File: src/rtl/dice_roll_ctrl_if.sv
// Button-in / face-out bundle between the board button, the dice sequencer and the pip decoder.
interface dice_roll_ctrl_if;
    logic       btn;
    logic [2:0] num;
    logic [2:0] result;
    logic       rolling;
    logic       done;

    modport master (output btn, input num, result, rolling, done);
    modport slave  (input btn, output num, result, rolling, done);
endinterface

File: src/rtl/dice_roll_ctrl.sv
// Dice roll sequencer: fast cycling while the button is held, decelerating stop, hold of the face.
// Optional feature macro DICE_BLINK_EN: blinks the held face on NUM during HOLD.
module dice_roll_ctrl #(
`ifdef DICE_BLINK_EN
    parameter int BLINK_TICKS = 2,
`endif
    parameter int TICK_DIV    = 24,
    parameter int SLOW_STEPS  = 3
) (
    input  logic             clk,
    input  logic             rst_n,
    dice_roll_ctrl_if.slave  bus
);

    localparam int PRE_W = $clog2(TICK_DIV);

    typedef enum logic [1:0] {IDLE, ROLL, SLOW, HOLD} state_t;

    state_t     state_q, state_d;
    logic       btn_meta, btn_s, btn_s_q;
    logic [PRE_W-1:0] pre_q, pre_d;
    logic [3:0] step_q, step_d;
    logic [3:0] wait_q, wait_d;
    logic [2:0] num_q, num_d;
    logic [2:0] result_q, result_d;
    logic       rolling_q, rolling_d;
    logic       done_q, done_d;
    logic       tick;
    logic       rise;

`ifdef DICE_BLINK_EN
    localparam int BLINK_W = $clog2(BLINK_TICKS + 1);
    logic [BLINK_W-1:0] blink_cnt_q, blink_cnt_d;
    logic               blink_on_q, blink_on_d;
`endif

    function automatic logic [2:0] next_face(input logic [2:0] n);
        return (n == 3'd6) ? 3'd1 : n + 3'd1;
    endfunction

    assign tick = (pre_q == PRE_W'(TICK_DIV - 1));
    assign rise = btn_s & ~btn_s_q;

    // NOTE: every signal written here gets a default first, so no path leaves it unassigned (no latch).
    always_comb begin
        state_d   = state_q;
        num_d     = num_q;
        result_d  = result_q;
        rolling_d = rolling_q;
        done_d    = 1'b0;
        step_d    = step_q;
        wait_d    = wait_q;
        pre_d     = tick ? '0 : pre_q + 1'b1;
`ifdef DICE_BLINK_EN
        blink_cnt_d = blink_cnt_q;
        blink_on_d  = blink_on_q;
`endif
        unique case (state_q)
            IDLE: begin
                if (btn_s) begin
                    state_d   = ROLL;
                    num_d     = 3'd1;
                    rolling_d = 1'b1;
                    pre_d     = '0;
                end
            end
            ROLL: begin
                if (!btn_s) begin
                    state_d = SLOW;
                    step_d  = 4'd1;
                    wait_d  = '0;
                    pre_d   = '0;
                end else if (tick) begin
                    num_d = next_face(num_q);
                end
            end
            SLOW: begin
                // Step k waits k ticks; the button is deliberately not looked at here.
                if (tick) begin
                    if (wait_q + 4'd1 == step_q) begin
                        num_d  = next_face(num_q);
                        wait_d = '0;
                        step_d = step_q + 4'd1;
                        if (step_q == 4'(SLOW_STEPS)) begin
                            state_d   = HOLD;
                            result_d  = next_face(num_q);
                            done_d    = 1'b1;
                            rolling_d = 1'b0;
                            step_d    = '0;
                            pre_d     = '0;
`ifdef DICE_BLINK_EN
                            blink_cnt_d = '0;
                            blink_on_d  = 1'b1;
`endif
                        end
                    end else begin
                        wait_d = wait_q + 4'd1;
                    end
                end
            end
            HOLD: begin
                if (rise) begin
                    state_d   = ROLL;
                    num_d     = result_q;
                    result_d  = '0;
                    rolling_d = 1'b1;
                    pre_d     = '0;
                end
`ifdef DICE_BLINK_EN
                else if (tick) begin
                    if (blink_cnt_q == BLINK_W'(BLINK_TICKS - 1)) begin
                        blink_cnt_d = '0;
                        blink_on_d  = ~blink_on_q;
                        num_d       = blink_on_q ? 3'd0 : result_q;
                    end else begin
                        blink_cnt_d = blink_cnt_q + 1'b1;
                    end
                end
`endif
            end
            default: state_d = IDLE;
        endcase
    end

    // NOTE: sequential state uses non-blocking assignments so every flop samples pre-edge values.
    always_ff @(posedge clk or negedge rst_n) begin
        if (!rst_n) begin
            state_q   <= IDLE;
            btn_meta  <= 1'b0;
            btn_s     <= 1'b0;
            btn_s_q   <= 1'b0;
            pre_q     <= '0;
            step_q    <= '0;
            wait_q    <= '0;
            num_q     <= '0;
            result_q  <= '0;
            rolling_q <= 1'b0;
            done_q    <= 1'b0;
`ifdef DICE_BLINK_EN
            blink_cnt_q <= '0;
            blink_on_q  <= 1'b0;
`endif
        end else begin
            btn_meta  <= bus.btn;
            btn_s     <= btn_meta;
            btn_s_q   <= btn_s;
            state_q   <= state_d;
            pre_q     <= pre_d;
            step_q    <= step_d;
            wait_q    <= wait_d;
            num_q     <= num_d;
            result_q  <= result_d;
            rolling_q <= rolling_d;
            done_q    <= done_d;
`ifdef DICE_BLINK_EN
            blink_cnt_q <= blink_cnt_d;
            blink_on_q  <= blink_on_d;
`endif
        end
    end

    assign bus.num     = num_q;
    assign bus.result  = result_q;
    assign bus.rolling = rolling_q;
    assign bus.done    = done_q;

endmodule
File: src/flat_wrapper.sv
// flat-port wrapper written by rule: the top's interface ports become plain ports
module dice_roll_ctrl_flat 
#(

    parameter int TICK_DIV    = 24,
    parameter int SLOW_STEPS  = 3
)
  (clk, rst_n, bus_btn, bus_num, bus_result, bus_rolling, bus_done);
  dice_roll_ctrl_if bus_i ();
  input  logic clk;
  input  logic rst_n;
  input wire logic [$bits(bus_i.btn)-1:0] bus_btn;
  output wire logic [$bits(bus_i.num)-1:0] bus_num;
  output wire logic [$bits(bus_i.result)-1:0] bus_result;
  output wire logic [$bits(bus_i.rolling)-1:0] bus_rolling;
  output wire logic [$bits(bus_i.done)-1:0] bus_done;
  assign bus_i.btn = bus_btn;
  assign bus_num = bus_i.num;
  assign bus_result = bus_i.result;
  assign bus_rolling = bus_i.rolling;
  assign bus_done = bus_i.done;
  dice_roll_ctrl #(.TICK_DIV(TICK_DIV), .SLOW_STEPS(SLOW_STEPS)) u_core (.clk(clk), .rst_n(rst_n), .bus(bus_i));
endmodule
File: config.mk
export PLATFORM = sky130hd
export DESIGN_NAME = dice_roll_ctrl_flat
export DESIGN_NICKNAME = d
export VERILOG_FILES = /design/src/rtl/dice_roll_ctrl_if.sv /design/src/rtl/dice_roll_ctrl.sv /design/src/flat_wrapper.sv
export SDC_FILE = /design/constraint.sdc
export NUM_CORES = 1
export LEC_CHECK = 0
export BUFFER_PORTS_ARGS = -buffer_cell sky130_fd_sc_hd__buf_4
export CORE_MARGIN = 4
export CORE_UTILIZATION = 53
export CTS_CLUSTER_DIAMETER = 60
export CTS_CLUSTER_SIZE = 20
export DETAILED_ROUTE_END_ITERATION = 12
export PLACE_DENSITY = 0.74
export SLEW_MARGIN = 0
export SYNTH_ARGS = -nofsm -noshare
export SYNTH_HDL_FRONTEND = slang
export SYNTH_SLANG_ARGS = --single-unit
File: constraint.sdc
create_clock -name clk -period 1.9 [get_ports clk]
set_input_delay 0.285 -clock clk [delete_from_list [all_inputs] [get_ports clk]]
set_output_delay 0.285 -clock clk [all_outputs]
set_load 0.05 [all_outputs]
==> results of run 1 <==
[kinds of logic after synthesis]
group,after synthesis,share of synthesized area
muxes,3,0.0209
DFF,26,0.435
xor gates and xnor gates,8,0.0569
AOI/OAI and AO/OA,41,0.198
adders and majority gates,9,0.0753
buffers and inverters,10,0.0301
and+or+nand+nor,48,0.184
[through the flow]
| step | cells | hold WS, ns | setup TNS, ns | utilization | setup WS (ns) |
|---|---|---|---|---|---|
| after floorplan | 145 | -0.0106 | -0.0799 | - | -0.0266 |
| after global placement | 202 | 0.206 | -0.209 | 0.684 | -0.0691 |
| after detailed placement | 202 | 0.211 | -0.499 | 0.684 | -0.125 |
| after CTS | 208 | 0.0518 | -0.344 | 0.714 | -0.105 |
| after global routing | 211 | 0.0400 | -2.49 | 0.736 | -0.299 |
| final | 211 | 0.0573 | -1.20 | 0.736 | -0.219 |
[power breakdown]
| group | switching, mW | internal, mW | leakage (nW) |
|---|---|---|---|
| logic | 0.906 | 0.709 | 0.507 |
| registers | 0.104 | 0.652 | 0.336 |
| clock network | 0.166 | 0.0745 | 0.0138 |
[final timing paths]
kind | depth (start not counted) | endpoint | slack (ns)
max | 7 | u_core.pre_q[1] | -0.22
min | 1 | u_core.btn_meta | 0.06
max reg2reg | 7 | u_core.pre_q[1] | -0.22
min reg2reg | 0 | u_core.btn_s | 0.37
max in group asynchronous | 2 | u_core.state_q[0] | 1.26
min in group asynchronous | 2 | u_core.pre_q[2] | 0.38
[final cells by class]
| type | count | area [µm²] | share of cell area |
|---|---|---|---|
| Tap cell | 30 | 37.5 | 0.0197 |
| Sequential cell | 26 | 652 | 0.342 |
| Multi-Input combinational cell | 109 | 896 | 0.470 |
| Inverter | 7 | 26.3 | 0.0138 |
| Clock buffer | 3 | 22.5 | 0.0118 |
| Timing Repair Buffer | 36 | 273 | 0.143 |
[flip-flops by register name, summed over array words and instances (netlist names)]
register            count
u_core.btn_meta         1
u_core.btn_s            1
u_core.btn_s_q          1
u_core.bus.done         1
u_core.bus.num          3
u_core.bus.result       3
u_core.bus.rolling      1
u_core.pre_q            5
u_core.state_q          2
u_core.step_q           4
u_core.wait_q           4
[cell usage in the layout (no fill, tap or decap), types with 3 or more instances in the layout]
master | synthesis | final
sky130_fd_sc_hd__nand2_1 | 15 | 15
sky130_fd_sc_hd__dfrtp_1 | 26 | 25
sky130_fd_sc_hd__ha_1 | 9 | 6
sky130_fd_sc_hd__xnor2_1 | 4 | 4
sky130_fd_sc_hd__nor3b_1 | 4 | 4
sky130_fd_sc_hd__o21ai_0 | 7 | 3
sky130_fd_sc_hd__nor2_1 | 6 | 6
sky130_fd_sc_hd__buf_4 | 0 | 35
sky130_fd_sc_hd__a32o_1 | 3 | 3
sky130_fd_sc_hd__clkbuf_4 | 0 | 3
sky130_fd_sc_hd__nand3_1 | 7 | 7
sky130_fd_sc_hd__inv_1 | 7 | 5
sky130_fd_sc_hd__ha_4 | 0 | 3
sky130_fd_sc_hd__o21ai_1 | 6 | 8
sky130_fd_sc_hd__a21oi_1 | 3 | 3
[what timing repair did]
item / 4_1_cts / 5_1_grt
pin swaps: 7 / 7
hold buffers: 1 / 0
endpoints found under the hold margin: 26 / 0
gates resized for setup: 4 / 12
setup endpoints to repair: 9 / 16
setup buffers: 2 / 3
[routing by layer]
metal,vias up,track usage
met2,54,0.379
met5,-,0
met3,11,0.0252
met1,636,0.277
li1,622,-
met4,0,0.0836
==> qor.json, run 1 <==
{
  "pwr_per_cell_area": {"value": 1370, "unit": "nW/µm²"},
  "design.die.area": {"value": 3740, "unit": "µm²"},
  "tritoncts.num_buffers": {"value": 3},
  "timing.critical_path.max_delay_family": {"value": "simple AND/OR/NAND/NOR gates"},
  "yosys_most_used_dff": {"value": "sky130_fd_sc_hd__dfrtp_1"},
  "critical_path_capture_point_type": {"value": "flop"},
  "clock_sink_count": {"value": 26},
  "worstSkewPairLatency": {"value": 0.33, "unit": "ns"},
  "maximum_number_of_pins_on_one_net_before_global_route_repair": {"value": 27},
  "clock_tree_from_tritoncts": {"value": "built"},
  "finalHoldViolCount": {"value": 0},
  "final_min_period_over_clock_period": {"value": 1.12},
  "finalCriticalPeriod": {"value": 2.12, "unit": "ns"},
  "detailed_place.area": {"value": 1770, "unit": "µm²"},
  "synth.yosys.seq_area_share": {"value": 0.435},
  "max_cap_viol_count": {"value": 0},
  "start_util": {"value": 0.577},
  "cp_cell_sequence": {"value": "ha_4, xor2_1, nor3_2, buf_4, nand4_1, nor4b_1, nor3b_1"},
  "worst-slew-pin-transition": {"value": 0.384, "unit": "ns"},
  "net_count_of_the_mapped_netlist": {"value": 157},
  "first_pass_iters": {"value": 4},
  "routed_wl": {"value": 3.74, "unit": "mm"},
  "antenna_cells": {"value": 0},
  "drtAntennaViolNets": {"value": 0},
  "global_route_wire_length_before_repair": {"value": 6.05, "unit": "mm"},
  "route.met2.wl": {"value": 1.90, "unit": "mm"},
  "clk_pin_slew_worst_paths": {"value": 0.14, "unit": "ns"},
  "worst-path-max-fanout": {"value": 4},
  "start_kind": {"value": "flop"},
  "ir_worst_vdd": {"value": 1.23, "unit": "mV"},
  "cts.root.buffer_cell": {"value": "sky130_fd_sc_hd__clkbuf_4"},
  "postSynthRegisterBits": {"value": 26},
  "post-synth-top-count-cell": {"value": "sky130_fd_sc_hd__dfrtp_1"},
  "worstPathArrival": {"value": 2.34, "unit": "ns"},
  "place.gp.congestion": {"value": 0.882},
  "n_fill_cell": {"value": 184},
  "number_of_core_rows": {"value": 18},
  "antenna_found_initial": {"value": 0},
  "total_routed_wire_length_on_the_met1_layer": {"value": 1.57, "unit": "mm"},
  "setup_ws": {"value": -0.219, "unit": "ns"},
  "globalRouteOverflowTotal": {"value": 0},
  "totalPowerFinal": {"value": 2.61, "unit": "mW"},
  "synth.area.top_cells": {"value": "sky130_fd_sc_hd__dfrtp_1, sky130_fd_sc_hd__ha_1, sky130_fd_sc_hd__nand2_1, sky130_fd_sc_hd__nand3_1, sky130_fd_sc_hd__o21ai_0"},
  "met3WireLength": {"value": 169, "unit": "µm"},
  "drc": {"value": 0},
  "yosysWarnings": {"value": 0},
  "violations": {"value": "setup timing"},
  "layout-drive-gt1-share": {"value": 0.331},
  "post_synthesis_instance_area": {"value": 1500, "unit": "µm²"},
  "viasPerCell": {"value": 6.27},
  "timing.slew.headroom": {"value": 0.742},
  "criticalPathCategory": {"value": "flop to flop"},
  "yosysUniqueCellTypes": {"value": 47},
  "cp.buffers_inverters": {"value": 1},
  "detailedPlacementHpwl": {"value": 2.49, "unit": "mm"},
  "fin_worst_skew": {"value": 0.0106, "unit": "ns"},
  "synth-async-reset-ratio": {"value": 1.00},
  "cp_slowest_stage_delay": {"value": 0.43, "unit": "ns"},
  "r2r-start": {"value": "u_core.wait_q[0]"},
  "final_cell_area": {"value": 1910, "unit": "µm²"},
  "die_height": {"value": 61.1, "unit": "µm"},
  "top_post_synthesis_cells_by_count": {"value": "sky130_fd_sc_hd__dfrtp_1, sky130_fd_sc_hd__nand2_1, sky130_fd_sc_hd__ha_1"},
  "wl_per_cell": {"value": 17.7, "unit": "µm"},
  "cts.path.max_buffers": {"value": 2},
  "final_max_slew_viol_count": {"value": 0},
  "syn_area_per_cell": {"value": 10.3, "unit": "µm²"},
  "core_region_area": {"value": 2590, "unit": "µm²"},
  "clock_tree.htree_level_count": {"value": 1},
  "number_of_flops_mapped_to_enable_cells_by_yosys": {"value": 0},
  "static-leakage-power": {"value": 0.857, "unit": "nW"},
  "hold_wc_startpoint": {"value": "bus_btn"},
  "setup_violations": {"value": 9},
  "status": {"value": "complete, but fails checks"},
  "fin_nets": {"value": 195},
  "first_iter_violations": {"value": 77},
  "yosysTopAreaCellShare": {"value": 0.435},
  "crit_slowest_cell": {"value": "sky130_fd_sc_hd__dfrtp_1"},
  "groute.usage.overall": {"value": 0.218},
  "fmaxAchievable": {"value": 472, "unit": "MHz"},
  "topRoutingLayerUsed": {"value": "met4"},
  "layout-area-overhead-vs-synth": {"value": 27.5, "unit": "%"},
  "i_o_buffers": {"value": 10},
  "die_w": {"value": 61.1, "unit": "µm"},
  "grt_setup_unrepaired": {"value": "yes"},
  "synth_top_area_cell": {"value": "sky130_fd_sc_hd__dfrtp_1"},
  "worst_setup_path_startpoint": {"value": "u_core.wait_q[0]"},
  "num_io_pins": {"value": 11},
  "crit_required": {"value": 2.12, "unit": "ns"},
  "timing.hold.worst.class": {"value": "input port to flop"},
  "grt_pass1_vias": {"value": 1282},
  "postSynthCellCount": {"value": 145},
  "detailroute.via_count": {"value": 1323}
}
No activity file was read; power rests on OpenSTA's default activity.
==> inputs of run 2 (changes only) <==
--- a/config.mk
+++ b/config.mk
@@ -5,13 +5,14 @@
 export SDC_FILE = /design/constraint.sdc
 export NUM_CORES = 1
 export LEC_CHECK = 0
+export ABC_AREA = 1
 export BUFFER_PORTS_ARGS = -buffer_cell sky130_fd_sc_hd__buf_4
 export CORE_MARGIN = 4
-export CORE_UTILIZATION = 53
+export CORE_UTILIZATION = 54
 export CTS_CLUSTER_DIAMETER = 60
 export CTS_CLUSTER_SIZE = 20
 export DETAILED_ROUTE_END_ITERATION = 12
-export PLACE_DENSITY = 0.74
+export PLACE_DENSITY = 0.75
 export SLEW_MARGIN = 0
 export SYNTH_ARGS = -nofsm -noshare
 export SYNTH_HDL_FRONTEND = slang
==> run 2 against run 1 <==
Against the previous run: non-clock buffer count decreased by 23; hold slack got worse by 0.0046 ns; largest power group unchanged; the flow now finishes without violations; design area decreased by 5.3%; largest cell class unchanged; synthesized area increased by 8.5%; highest routed layer unchanged; critical endpoint is now u_core.bus.num[2]; first-iteration DRC count decreased by 52%.
==> qor.json, run 2 <==
{
  "cts.path.max_buffers": {"value": 2, "change": "unchanged"},
  "crit-reg2reg-capture": {"value": "u_core.bus.num[2]", "change": "was u_core.pre_q[1]"},
  "yosysWarnings": {"value": 0, "change": "unchanged"},
  "reg2reg_slack": {"value": 0.11, "unit": "ns", "change": "was -0.22 ns"},
  "antenna_cells": {"value": 0, "change": "unchanged"},
  "largest_reg_flops": {"value": 5, "change": "unchanged"},
  "start_kind": {"value": "flop", "change": "unchanged"},
  "postSynthCellCount": {"value": 189, "change": "was 145"},
  "yosysUniqueCellTypes": {"value": 28, "change": "was 47"},
  "worst-path-max-fanout": {"value": 7, "change": "was 4"},
  "cts.root.buffer_cell": {"value": "sky130_fd_sc_hd__clkbuf_4", "change": "unchanged"},
  "worst-slew-pin-transition": {"value": 0.373, "unit": "ns", "change": "was 0.384 ns"},
  "yosys_most_used_dff": {"value": "sky130_fd_sc_hd__dfrtp_1", "change": "unchanged"},
  "worstSkewPairLatency": {"value": 0.33, "unit": "ns", "change": "about the same"},
  "timing.setup.tns": {"value": 0, "unit": "ns", "change": "was -1.20 ns"},
  "r2r-start": {"value": "u_core.wait_q[0]", "change": "unchanged"},
  "static-leakage-power": {"value": 0.877, "unit": "nW", "change": "was 0.857 nW"},
  "final_cell_area": {"value": 1810, "unit": "µm²", "change": "was 1910 µm²"},
  "detailed_place.area": {"value": 1730, "unit": "µm²", "change": "was 1770 µm²"},
  "final_max_slew_viol_count": {"value": 0, "change": "unchanged"},
  "first_pass_iters": {"value": 4, "change": "unchanged"},
  "timing.reg2reg.worst_path_depth": {"value": 9, "change": "was 7"},
  "ir_worst_vdd": {"value": 0.941, "unit": "mV", "change": "was 1.23 mV"},
  "largest_reg_by_ff_count": {"value": "u_core.pre_q", "change": "unchanged"},
  "fin_worst_skew": {"value": 0.00598, "unit": "ns", "change": "was 0.0106 ns"},
  "top_post_synthesis_cells_by_count": {"value": "sky130_fd_sc_hd__nand2_1, sky130_fd_sc_hd__dfrtp_1, sky130_fd_sc_hd__inv_1", "change": "was sky130_fd_sc_hd__dfrtp_1, sky130_fd_sc_hd__nand2_1, sky130_fd_sc_hd__ha_1"},
  "design.die.area": {"value": 3940, "unit": "µm²", "change": "was 3740 µm²"},
  "highest_count_cells_in_the_layout_ignoring_fill_and_taps": {"value": "sky130_fd_sc_hd__nand2_1, sky130_fd_sc_hd__dfrtp_1, sky130_fd_sc_hd__inv_1", "change": "was sky130_fd_sc_hd__buf_4, sky130_fd_sc_hd__dfrtp_1, sky130_fd_sc_hd__nand2_1"},
  "first_iter_violations": {"value": 37, "change": "was 77"},
  "status": {"value": "complete, no violations", "change": "was complete, but fails checks"},
  "i_o_buffers": {"value": 10, "change": "unchanged"},
  "num_io_pins": {"value": 11, "change": "unchanged"},
  "critical_path_capture_point_type": {"value": "flop", "change": "unchanged"},
  "criticalPathCategory": {"value": "flop to flop", "change": "unchanged"},
  "synth.yosys.seq_area_share": {"value": 0.401, "change": "was 0.435"},
  "worstPathArrival": {"value": 2.03, "unit": "ns", "change": "was 2.34 ns"},
  "drc": {"value": 0, "change": "unchanged"},
  "fmaxAchievable": {"value": 558, "unit": "MHz", "change": "was 472 MHz"},
  "hold_path_end": {"value": "u_core.btn_meta", "change": "unchanged"},
  "groute.usage.overall": {"value": 0.172, "change": "was 0.218"},
  "grt_setup_unrepaired": {"value": "no", "change": "was yes"},
  "maximum_number_of_pins_on_one_net_before_global_route_repair": {"value": 27, "change": "unchanged"},
  "crit_required": {"value": 2.14, "unit": "ns", "change": "was 2.12 ns"},
  "global_route_wire_length_before_repair": {"value": 5.54, "unit": "mm", "change": "was 6.05 mm"},
  "clk_pin_slew_worst_paths": {"value": 0.15, "unit": "ns", "change": "was 0.14 ns"},
  "detailedPlacementHpwl": {"value": 2.37, "unit": "mm", "change": "was 2.49 mm"},
  "finalCriticalPeriod": {"value": 1.79, "unit": "ns", "change": "was 2.12 ns"},
  "final_min_period_over_clock_period": {"value": 0.944, "change": "was 1.12"},
  "layout-drive-gt1-share": {"value": 0.249, "change": "was 0.331"},
  "antenna_found_initial": {"value": 0, "change": "unchanged"},
  "drtAntennaViolNets": {"value": 0, "change": "unchanged"},
  "synth-async-reset-ratio": {"value": 1.00, "change": "unchanged"},
  "clock_tree_from_tritoncts": {"value": "built", "change": "unchanged"},
  "timing.hold.worst.class": {"value": "input port to flop", "change": "unchanged"},
  "wl_per_cell": {"value": 13.0, "unit": "µm", "change": "was 17.7 µm"},
  "grt_pass1_vias": {"value": 1275, "change": "was 1282"},
  "core_region_area": {"value": 2810, "unit": "µm²", "change": "was 2590 µm²"},
  "yosysTopAreaCellShare": {"value": 0.401, "change": "was 0.435"},
  "number_of_flops_mapped_to_enable_cells_by_yosys": {"value": 0, "change": "unchanged"},
  "tritoncts.num_buffers": {"value": 3, "change": "unchanged"},
  "totalPowerFinal": {"value": 2.98, "unit": "mW", "change": "was 2.61 mW"},
  "layout-area-overhead-vs-synth": {"value": 11.3, "unit": "%", "change": "was 27.5%"},
  "hold_path_depth": {"value": 1, "change": "unchanged"},
  "die_w": {"value": 62.8, "unit": "µm", "change": "was 61.1 µm"},
  "fin_nets": {"value": 218, "change": "was 195"},
  "viasPerCell": {"value": 5.36, "change": "was 6.27"},
  "synth_top_area_cell": {"value": "sky130_fd_sc_hd__dfrtp_1", "change": "unchanged"},
  "layout_top_registers": {"value": "u_core.pre_q (5), u_core.step_q (4), u_core.wait_q (4)", "change": "unchanged"},
  "place.gp.congestion": {"value": 0.824, "change": "was 0.882"},
  "pwr_per_cell_area": {"value": 1650, "unit": "nW/µm²", "change": "was 1370 nW/µm²"},
  "post_synthesis_instance_area": {"value": 1620, "unit": "µm²", "change": "was 1500 µm²"},
  "globalRouteOverflowTotal": {"value": 0, "change": "unchanged"},
  "timing.slew.headroom": {"value": 0.749, "change": "was 0.742"},
  "finalHoldViolCount": {"value": 0, "change": "unchanged"},
  "max_cap_viol_count": {"value": 0, "change": "unchanged"},
  "number_of_core_rows": {"value": 19, "change": "was 18"},
  "detailroute.via_count": {"value": 1264, "change": "was 1323"},
  "postSynthRegisterBits": {"value": 26, "change": "unchanged"},
  "routed_wl": {"value": 3.08, "unit": "mm", "change": "was 3.74 mm"},
  "die_height": {"value": 62.8, "unit": "µm", "change": "was 61.1 µm"},
  "hold_slack": {"value": 0.0526, "unit": "ns", "change": "was 0.0573 ns"},
  "hold_wc_startpoint": {"value": "bus_btn", "change": "unchanged"},
  "clock_tree.htree_level_count": {"value": 1, "change": "unchanged"},
  "start_util": {"value": 0.578, "change": "was 0.577"},
  "layout_commonest_cell": {"value": "sky130_fd_sc_hd__nand2_1", "change": "was sky130_fd_sc_hd__buf_4"},
  "net_count_of_the_mapped_netlist": {"value": 201, "change": "was 157"},
  "synth.area.top_cells": {"value": "sky130_fd_sc_hd__dfrtp_1, sky130_fd_sc_hd__nand2_1, sky130_fd_sc_hd__ha_1, sky130_fd_sc_hd__o21ai_2, sky130_fd_sc_hd__inv_1", "change": "was sky130_fd_sc_hd__dfrtp_1, sky130_fd_sc_hd__ha_1, sky130_fd_sc_hd__nand2_1, sky130_fd_sc_hd__nand3_1, sky130_fd_sc_hd__o21ai_0"},
  "clock_sink_count": {"value": 26, "change": "unchanged"},
  "post-synth-top-count-cell": {"value": "sky130_fd_sc_hd__nand2_1", "change": "was sky130_fd_sc_hd__dfrtp_1"},
  "syn_area_per_cell": {"value": 8.58, "unit": "µm²", "change": "was 10.3 µm²"},
  "final_core_utilization": {"value": 0.644, "change": "was 0.736"},
  "setup_violations": {"value": 0, "change": "was 9"}
}
-- run 2: cell types whose count changed after synthesis, moves of 4 or more --
cell                      change
sky130_fd_sc_hd__nand2_1     +38
sky130_fd_sc_hd__inv_1       +14
sky130_fd_sc_hd__o21ai_2     +11
sky130_fd_sc_hd__nand2_4      +5
sky130_fd_sc_hd__nor3b_1      -4
-- run 2: layer usage --
| metal | wire length [µm] | up-vias | global-route usage |
|---|---|---|---|
| li1 | - | 645 | - |
| met4 | 44 | 0 | 0.0689 |
| met5 | 0 | - | 0 |
| met1 | 1340 | 597 | 0.207 |
| met2 | 1610 | 18 | 0.308 |
| met3 | 80 | 4 | 0.0234 |
-- run 2: final cells by class --
cell class	instances	area, µm²
fill	238	1000
multi-input combinational	138	872
sequential	26	652
timing repair buffer	13	100
inverter	24	90.1
tap	31	38.8
clock inverter	1	30.0
clock buffer	3	22.5
-- run 2: cells by family (layout without fill, tap and decap cells) --
| family | Yosys count | count (layout) | synth area share |
|---|---|---|---|
| compound gates | 29 | 29 | 0.125 |
| xor+xnor | 4 | 4 | 0.0216 |
| fa+ha+maj | 9 | 9 | 0.0694 |
| buf+inv | 25 | 41 | 0.0625 |
| flops | 26 | 26 | 0.401 |
| simple gates | 96 | 96 | 0.320 |
-- run 2: stage by stage --
stage | worst slack, ns | instances
final | 0.107 | 236
after global routing | 0.00994 | 236
after CTS | 0.0786 | 235
after detailed placement | 0.117 | 230
after global placement | 0.184 | 230
after floorplan | 0.265 | 189
-- run 2: repair_timing --
item / CTS / global route
endpoints found under the hold margin: 26 / 0
resized for setup: 0 / 2
hold buffers: 1 / 0
buffers inserted: 0 / 1
setup endpoints to repair: 0 / 8
-- run 2: worst max-delay path by stage --
stage / end / startpoint / slack, ns / depth (start not counted)
4_1_cts: u_core.bus.num[2] / u_core.wait_q[0] / 0.08 / 9
3_3_place_gp: u_core.bus.result[2] / u_core.wait_q[0] / 0.18 / 9
3_5_place_dp: u_core.bus.num[2] / u_core.wait_q[0] / 0.12 / 9
2_1_floorplan: u_core.bus.result[1] / u_core.wait_q[0] / 0.27 / 9
6_report: u_core.bus.num[2] / u_core.wait_q[0] / 0.11 / 9
5_1_grt: u_core.bus.num[2] / u_core.wait_q[0] / 0.01 / 9
-- run 2: power by group --
group          internal (mW)  leakage, nW  switching (mW)  total [mW]
combinational          0.581        0.512            1.16        1.74
clock                  0.213       0.0279           0.172       0.386
sequential             0.701        0.337           0.158       0.859
total                   1.50        0.877            1.49        2.98
-- run 2: critical path, cell delays in order, from the launching register on --
cell and delay [ns]:
sky130_fd_sc_hd__dfrtp_2 0.46, sky130_fd_sc_hd__ha_1 0.35, sky130_fd_sc_hd__xnor2_1 0.19, sky130_fd_sc_hd__nand2_1 0.11
sky130_fd_sc_hd__nor2_4 0.16, sky130_fd_sc_hd__nand3_4 0.11, sky130_fd_sc_hd__nand2_8 0.10, sky130_fd_sc_hd__nand3_2 0.09
sky130_fd_sc_hd__nand2_1 0.08, sky130_fd_sc_hd__nand2_1 0.05
